==> config.mk <==
export PLATFORM = sky130hd
export DESIGN_NAME = uart_tx_fifo
export DESIGN_NICKNAME = d
export VERILOG_FILES = /design/src/rtl/uart_tx_fifo.sv
export SDC_FILE = /design/constraint.sdc
export NUM_CORES = 1
export LEC_CHECK = 0
export CORE_ASPECT_RATIO = 1.2
export CORE_UTILIZATION = 64
export DETAILED_ROUTE_END_ITERATION = 12
export PLACE_DENSITY = 0.9
export SYNTH_ARGS = -nofsm -noshare
export SYNTH_HDL_FRONTEND = slang
export SYNTH_SLANG_ARGS = --single-unit
==> constraint.sdc <==
create_clock -name clk -period 7.89 [get_ports clk]
set_input_delay 0.789 -clock clk [delete_from_list [all_inputs] [get_ports clk]]
set_output_delay 0.789 -clock clk [all_outputs]
set_load 0.05 [all_outputs]
==> src/rtl/uart_tx_fifo.sv <==
// uart_tx_fifo: buffered UART transmitter, a FIFO_DEPTH-entry byte queue feeding an 8N1 serialiser.
// Optional macro UART_TX_PARITY_EN inserts an even-parity symbol before the stop bit (8E1 frames).
module uart_tx_fifo #(
   parameter int CLOCK_FREQ = 100_000_000,
   parameter int BAUD_RATE  = 115200,
   parameter int FIFO_DEPTH = 8
) (
   input  logic                            clk,
   input  logic                            reset,
   input  logic [7:0]                      data_in,
   input  logic                            data_in_valid,
   output logic                            data_in_ready,
   output logic                            serial_out,
   output logic                            tx_busy,
   output logic [$clog2(FIFO_DEPTH+1)-1:0] fifo_count
);

   localparam int SYMBOL_EDGE_TIME = CLOCK_FREQ / BAUD_RATE;
   localparam int CNT_W  = $clog2(FIFO_DEPTH + 1);
   localparam int PTR_W  = $clog2(FIFO_DEPTH);
   localparam int BAUD_W = (SYMBOL_EDGE_TIME > 1) ? $clog2(SYMBOL_EDGE_TIME) : 1;
   localparam logic [BAUD_W-1:0] BAUD_MAX = BAUD_W'(SYMBOL_EDGE_TIME - 1);
   localparam logic [CNT_W-1:0]  CNT_FULL = CNT_W'(FIFO_DEPTH);

   typedef enum logic [2:0] {
      S_IDLE   = 3'd0,
      S_START  = 3'd1,
      S_DATA   = 3'd2,
`ifdef UART_TX_PARITY_EN
      S_PARITY = 3'd4,
`endif
      S_STOP   = 3'd3
   } state_e;

   state_e            state_q, state_d;
   logic [7:0]        mem_q [FIFO_DEPTH];
   logic [PTR_W-1:0]  wr_ptr_q, wr_ptr_d;
   logic [PTR_W-1:0]  rd_ptr_q, rd_ptr_d;
   logic [CNT_W-1:0]  count_q, count_d;
   logic [BAUD_W-1:0] baud_q, baud_d;
   logic [2:0]        bit_idx_q, bit_idx_d;
   logic [7:0]        shift_q, shift_d;
   logic              serial_q, serial_d;
   logic              ready_q, ready_d;
   logic              busy_q, busy_d;
   logic              push_s, pop_s, sym_end_s;

`ifdef UART_TX_PARITY_EN
   function automatic logic even_parity(input logic [7:0] b);
      even_parity = ^b;
   endfunction
`endif

   // Handshake and pop decision; ready comes from a flop so valid never reaches it.
   always_comb begin
      sym_end_s = (baud_q == BAUD_MAX);
      push_s    = data_in_valid && ready_q;
      pop_s     = 1'b0;
      if (count_q != CNT_W'(0)) begin
         if (state_q == S_IDLE) begin
            pop_s = 1'b1;
         end else if ((state_q == S_STOP) && sym_end_s) begin
            pop_s = 1'b1;
         end else begin
            pop_s = 1'b0;
         end
      end else begin
         pop_s = 1'b0;
      end
   end

   // FSM state register.
   always_ff @(posedge clk) begin
      if (reset) begin
         state_q <= S_IDLE;
      end else begin
         state_q <= state_d;
      end
   end

   // FSM next-state logic.
   always_comb begin
      state_d = state_q;
      case (state_q)
         S_IDLE: begin
            if (pop_s) state_d = S_START;
            else       state_d = S_IDLE;
         end
         S_START: begin
            if (sym_end_s) state_d = S_DATA;
            else           state_d = S_START;
         end
         S_DATA: begin
            if (sym_end_s && (bit_idx_q == 3'd7)) begin
`ifdef UART_TX_PARITY_EN
               state_d = S_PARITY;
`else
               state_d = S_STOP;
`endif
            end else begin
               state_d = S_DATA;
            end
         end
`ifdef UART_TX_PARITY_EN
         S_PARITY: begin
            if (sym_end_s) state_d = S_STOP;
            else           state_d = S_PARITY;
         end
`endif
         S_STOP: begin
            if (sym_end_s && pop_s)  state_d = S_START;
            else if (sym_end_s)      state_d = S_IDLE;
            else                     state_d = S_STOP;
         end
         default: state_d = S_IDLE;
      endcase
   end

   // FSM output: line level for the next cycle, registered below.
   always_comb begin
      serial_d = 1'b1;
      case (state_q)
         S_IDLE:   serial_d = 1'b1;
         S_START:  serial_d = 1'b0;
         S_DATA:   serial_d = shift_q[bit_idx_q];
`ifdef UART_TX_PARITY_EN
         S_PARITY: serial_d = even_parity(shift_q);
`endif
         S_STOP:   serial_d = 1'b1;
         default:  serial_d = 1'b1;
      endcase
   end

   // Datapath next state: FIFO bookkeeping, baud timing, bit index, shift register.
   always_comb begin
      wr_ptr_d = push_s ? (wr_ptr_q + PTR_W'(1)) : wr_ptr_q;
      rd_ptr_d = pop_s  ? (rd_ptr_q + PTR_W'(1)) : rd_ptr_q;
      case ({push_s, pop_s})
         2'b10:   count_d = count_q + CNT_W'(1);
         2'b01:   count_d = count_q - CNT_W'(1);
         default: count_d = count_q;
      endcase
      if ((state_q == S_IDLE) || sym_end_s) begin
         baud_d = BAUD_W'(0);
      end else begin
         baud_d = baud_q + BAUD_W'(1);
      end
      if (state_q != S_DATA) begin
         bit_idx_d = 3'd0;
      end else if (sym_end_s) begin
         bit_idx_d = bit_idx_q + 3'd1;
      end else begin
         bit_idx_d = bit_idx_q;
      end
      shift_d = pop_s ? mem_q[rd_ptr_q] : shift_q;
      ready_d = (count_d < CNT_FULL);
      busy_d  = (state_d != S_IDLE) || (count_d != CNT_W'(0));
   end

   // Datapath registers; reset also aborts any frame in flight and flushes the queue.
   always_ff @(posedge clk) begin
      if (reset) begin
         wr_ptr_q  <= PTR_W'(0);
         rd_ptr_q  <= PTR_W'(0);
         count_q   <= CNT_W'(0);
         baud_q    <= BAUD_W'(0);
         bit_idx_q <= 3'd0;
         shift_q   <= 8'h00;
         serial_q  <= 1'b1;
         ready_q   <= 1'b1;
         busy_q    <= 1'b0;
      end else begin
         wr_ptr_q  <= wr_ptr_d;
         rd_ptr_q  <= rd_ptr_d;
         count_q   <= count_d;
         baud_q    <= baud_d;
         bit_idx_q <= bit_idx_d;
         shift_q   <= shift_d;
         serial_q  <= serial_d;
         ready_q   <= ready_d;
         busy_q    <= busy_d;
      end
   end

   // FIFO storage, written on an accepted push.
   always_ff @(posedge clk) begin
      if (push_s) begin
         mem_q[wr_ptr_q] <= data_in;
      end
   end

   assign data_in_ready = ready_q;
   assign serial_out    = serial_q;
   assign tx_busy       = busy_q;
   assign fifo_count    = count_q;

endmodule

# After elaboration in Yosys (flattened, before gate mapping)

Memories as Yosys holds them, arrays and structs flattened. A register that Yosys moved wholly into a read port is not among the register bits.
Cells that the tools add are included.

Flip-flop bits (word level): 29
RAM bits: 64
Output and inout bits: 7
Logic and storage cells: 53
Memories kept: 1

Memories:

| memory | words | width | read ports | clocked after memory_dff | write ports | line | source |
|---|---|---|---|---|---|---|---|
| mem_q  | 8     | 8     | 1          | 1                        | 1           | 36   | `logic [7:0] mem_q [FIFO_DEPTH];` |

Add/subtract/negate cells: 6
Order comparisons: 2
Equality and inequality tests: 8
Mux-type cells: 15
Reduce and logical (&&, ||, !) cells: 12

Operators by type and width:

| cell                                                   | count |
|---|---|
| case mux 3 bit (4 select lines)                        | 1 |
| adder 10 x 1 -> 10 bit (second input constant)         | 1 |
| equality test 10 bit (second input constant)           | 1 |
| adder 3 x 1 -> 3 bit (second input constant)           | 3 |
| 2-to-1 mux 1 bit                                       | 8 |
| case mux 4 bit (2 select lines)                        | 1 |
| nonzero test 4 bit                                     | 2 |
| equality test 3 x 2 -> 1 bit (second input constant)   | 2 |
| 2-to-1 mux 2 bit                                       | 3 |
| adder 4 x 1 -> 4 bit (second input constant)           | 1 |
| logical AND 1 bit                                      | 4 |
| < comparator 3 x 4 -> 1 bit (second input constant)    | 1 |
| < comparator 4 bit (second input constant)             | 1 |
| OR reduction 2 bit                                     | 2 |
| subtractor 4 x 1 -> 4 bit (second input constant)      | 1 |
| binary-select mux 1 bit (select 3 bit)                 | 1 |
| equality test 3 x 1 -> 1 bit (second input constant)   | 1 |
| equality test 3 bit (second input constant)            | 1 |
| zero test 3 bit                                        | 1 |
| inequality test 3 x 2 -> 1 bit (second input constant) | 1 |
| nonzero test 3 bit                                     | 1 |
| equality test 2 x 1 -> 1 bit (second input constant)   | 1 |
| equality test 2 bit (second input constant)            | 1 |
| logical OR 1 bit                                       | 2 |
| case mux 1 bit (2 select lines)                        | 1 |

# Longest topological paths before layout

Depth in word-level cells: 10
Mapped depth: 13
Mapped depth without buffers: 11

# Worst setup path after synthesis

No wires, ideal clock.

Path type: register to register
From: register count_q[1], in the netlist fifo_count[1]
To: register count_q[2], in the netlist fifo_count[2]
Library setup time: 0.071 ns
Data arrival time: 2.909 ns
Required time: 7.819 ns
Setup slack: 4.911 ns
Stages on the path, launching flop included: 13
Buffers on the path: 3
Clock period less this slack: 2.979 ns
Cell sequence: dfxtp_1 > clkbuf_1 > o41ai_1 > clkbuf_1 > nor2_1 > ha_1 > clkbuf_1 > xor2_1 > ha_1 > a21oi_1 > xor2_1 > or3_1 > a21oi_1

Cells in the longest elaborated chain, start to end: 4
Elaborated cells on any way between the ends: 7

RTL lines:

| element                                                                    | line | source |
|---|---|---|
| start: declaration                                                         | 39   | `logic [CNT_W-1:0] count_q, count_d;` |
| start signal: assignment                                                   | 175  | `count_q <= count_d;` |
| nonzero test 4 bit *                                                       | 59   | `if (count_q != CNT_W'(0)) begin` |
| 2-to-1 mux 1 bit *                                                         | 59   |  |
| named net pop_s                                                            | 46   | `logic push_s, pop_s, sym_end_s;` |
| equality test 2 x 1 -> 1 bit / equality test 2 bit (equally long branches) | 138  | `case ({push_s, pop_s})` |
| case mux 4 bit (2 select lines) *                                          | 138  |  |

The timed path passes the listed nets; every way through them passes the cells marked *.
A chain may end at the register's enable or synchronous reset.

# Final worst setup path

From: register baud_q[4]
To: register count_q[2], in the netlist fifo_count[2]

Cells in the longest elaborated chain, start to end: 7
Elaborated cells on any way between the ends: 8

RTL lines:

| element                                                                    | line | source |
|---|---|---|
| start: declaration                                                         | 40   | `logic [BAUD_W-1:0] baud_q, baud_d;` |
| start signal: assignment                                                   | 176  | `baud_q <= baud_d;` |
| equality test 10 bit *                                                     | 56   | `sym_end_s = (baud_q == BAUD_MAX);` |
| logical AND 1 bit *                                                        | 62   | `end else if ((state_q == S_STOP) && sym_end_s) begin` |
| 2-to-1 mux 1 bit *                                                         | 62   |  |
| 2-to-1 mux 1 bit *                                                         | 60   | `if (state_q == S_IDLE) begin` |
| 2-to-1 mux 1 bit *                                                         | 59   |  |
| named net pop_s                                                            | 46   |  |
| equality test 2 x 1 -> 1 bit / equality test 2 bit (equally long branches) | 138  |  |
| case mux 4 bit (2 select lines) *                                          | 138  |  |

Marks and branches as above.

==> impl_metrics.tcl <==
set metrics [dict create \
    critPathCaptureType "flip-flop" \
    cts_hold_buf 0 \
    fmax_mhz 341 \
    h-tree-depth 3 \
    track_usage 0.237 \
    postRouteAntennaNets 0 \
    clock-sinks 100 \
    worstRegToRegCells 10 \
    place.gp.congestion 0.744 \
    finalHoldViolCount 0 \
    crit_fanout 14 \
    core-area_um2 6130 \
    worstMarginPinSlew_ns 0.952 \
    p_per_area_nw_per_um2 315 \
    p_int_uw 957 \
    fin_nets 332 \
    dp.final_hpwl_um 4610 \
    ir_drop_uv 210 \
    critPathRequiredTime_ns 8.17 \
    crit_arrival_ns 3.21 \
    fillers 409 \
    ys_types 38 \
    synth_top_area_share 0.466 \
    grt_pass1_vias 2337 \
    synth_area_leader_cell "edfxtp_1" \
    syn2layout_area_growth_pct 11.3 \
    cts_buffer_depth 2 \
    crit_buf_inv 0 \
    combPwrFrac 0.322 \
    grt_pass1_wl_um 11300 \
    diodes 0 \
    setup_viol 0 \
    path_depth 10 \
    crit_family "simple AND/OR/NAND/NOR gates" \
    outcome "complete, no violations" \
    gr-total-overflow 0 \
    routed_wl_um 6890 \
    via_per_inst 5.94 \
    hp-class "flip-flop to flip-flop" \
    initial_core_util 0.673 \
    synthCells 291 \
    layout_min_cycle_time_ns 2.94 \
    ff_latch_area_um2 2640 \
    final_cell_count_no_fill 400 \
    cts_setup_buffers 0 \
    synthesis.area_um2 4120 \
    holdPathStages 1 \
    relSlewSlack 0.363 \
    setup-tns-final_ns 0 \
    cts_resized 0 \
    drt_iter0_drc 154 \
    cp_slowest_cell "or4b_4" \
    crit_chain "or4b_4, o31a_1, nor2_1, ha_1, xor2_1, ha_1, a21oi_1, xor2_1, or3_1, a21oi_1" \
    cts_root_buffer "clkbuf_8" \
    clock_latency_ns 0.37 \
    cp_slowest_stage_delay_ns 0.57 \
    async_reset_ff_frac 0 \
    vias 2374 \
    finalPower_uw 1450 \
    holdWs_ns 0.456 \
    layout_commonest_cell "edfxtp_1" \
    first_pass_iters 4 \
    rsz0062_at_grt "false" \
    yosys_register_bits 100 \
    drc_errors 0 \
    place_inst 384 \
    die_area_um2 6770 \
    multi_input_area_um2 1400 \
    cap_violations 0 \
    die_x_um 75.3 \
    clk_pin_slew_worst_paths_ns 0.10 \
    num_rows 31 \
    leakage_uw 0.00149 \
    design_area_um2 4590 \
    place_area_um2 4400 \
    drive_above_1_share 0.170 \
    wl_per_cell_um 17.2 \
    maxSlewViolCount 0 \
    yosysSeqAreaShare 0.641 \
    finalCritPeriodShare 0.372 \
    synth_edf_count 64 \
    ys_warn_count 0 \
    synth_nets 310 \
    mostFrequentLayoutCells "edfxtp_1 (64), dfxtp_1 (36), nor2_1 (28)" \
    antenna_found_initial 0 \
    skew_ns 0.0120 \
    dieHeight_um 89.9 \
    cts_buffers 9 \
    synth_ff_type "edfxtp_1" \
    num_io_pins 18 \
    critPathKind "flip-flop to flip-flop" \
    synth.avg_cell_area_um2 14.2 \
    cts_tree "built" \
    seq_power_share 0.466 \
    grt_max_degree 25 \
    clockPowerShare 0.212 \
    power.switching_uw 490 \
    io_buffers 17 \
    synth.area.top_cells "edfxtp_1 (47%), dfxtp_1 (17%), mux4_2 (9.8%)" \
    cp-start-kind "flip-flop" \
    swShare 0.339 \
]
-- power groups by stage --
| stage | Clock [µW] | Combinational [µW] | Sequential, µW |
|---|---|---|---|
| after floorplan | 0 | 317 | 712 |
| after global placement | 0 | 453 | 681 |
| after detailed placement | 0 | 467 | 686 |
| after CTS | 316 | 469 | 674 |
| after global routing | 332 | 513 | 683 |
| final | 307 | 466 | 674 |
-- cell families (layout without fill, tap and decap cells) --
group           count (synthesis)  after routing  synth area share
flops                         100            100             0.641
mux                            31             31             0.133
fa+ha+maj                       8              8            0.0243
buf+inv                        20             47            0.0191
compound gates                 40             40            0.0568
xor+xnor                       17             17            0.0361
simple gates                   75             75            0.0901
-- routing by layer --
metal | routed length, µm | share of wire | vias to the layer above | global-route usage
li1 | - | - | 1142 | -
met1 | 3030 | 0.44 | 1161 | 0.306
met2 | 3440 | 0.50 | 56 | 0.372
met3 | 272 | 0.040 | 15 | 0.0650
met4 | 148 | 0.021 | 0 | 0.105
met5 | 0 | 0 | - | 0
-- flip-flops by register name (all words and copies together), names as in the netlist --
register	flops
wr_ptr_q	3
serial_out	1
rd_ptr_q	3
shift_q	8
baud_q	10
bit_idx_q	3
tx_busy	1
data_in_ready	1
fifo_count	4
mem_q	64
state_q	2
-- stage by stage --
| stage | setup WS, ns | util |
|---|---|---|
| global placement | 4.98 | 0.718 |
| global route | 4.78 | 0.749 |
| finish | 4.95 | 0.749 |
| CTS | 4.94 | 0.749 |
| floorplan | 4.91 | - |
| detailed placement | 4.89 | 0.718 |
-- synth_stat cells (4+ instances only) --
library cell	n
mux4_2	18
nor3_1	7
xor2_1	9
mux2i_1	4
edfxtp_1	64
a21oi_1	17
nand3_1	14
ha_1	8
inv_1	6
xnor2_1	8
dfxtp_1	36
mux2_2	9
nor2_1	28
o21ai_0	12
nand2_1	7
clkbuf_1	11
-- area by class of cell --
cell class,instances,share of cell area
Inverter,6,0.00491
Multi-Input combinational cell,171,0.305
Tap cell,82,0.0224
Clock buffer,9,0.0270
Sequential cell,100,0.576
Timing Repair Buffer,25,0.0502
Clock inverter,7,0.0144
-- final timing paths --
| check | start | to | slack [ns] |
|---|---|---|---|
| hold / removal | baud_q[0]$_SDFF_PP0_ | baud_q[0]$_SDFF_PP0_ | 0.46 |
| setup / recovery | baud_q[4]$_SDFF_PP0_ | fifo_count[2]$_SDFF_PP0_ | 4.95 |
| setup reg to reg | baud_q[4]$_SDFF_PP0_ | fifo_count[2]$_SDFF_PP0_ | 4.95 |
| hold reg to reg | baud_q[0]$_SDFF_PP0_ | baud_q[0]$_SDFF_PP0_ | 0.46 |
No activity file was read; power rests on OpenSTA's default activity.
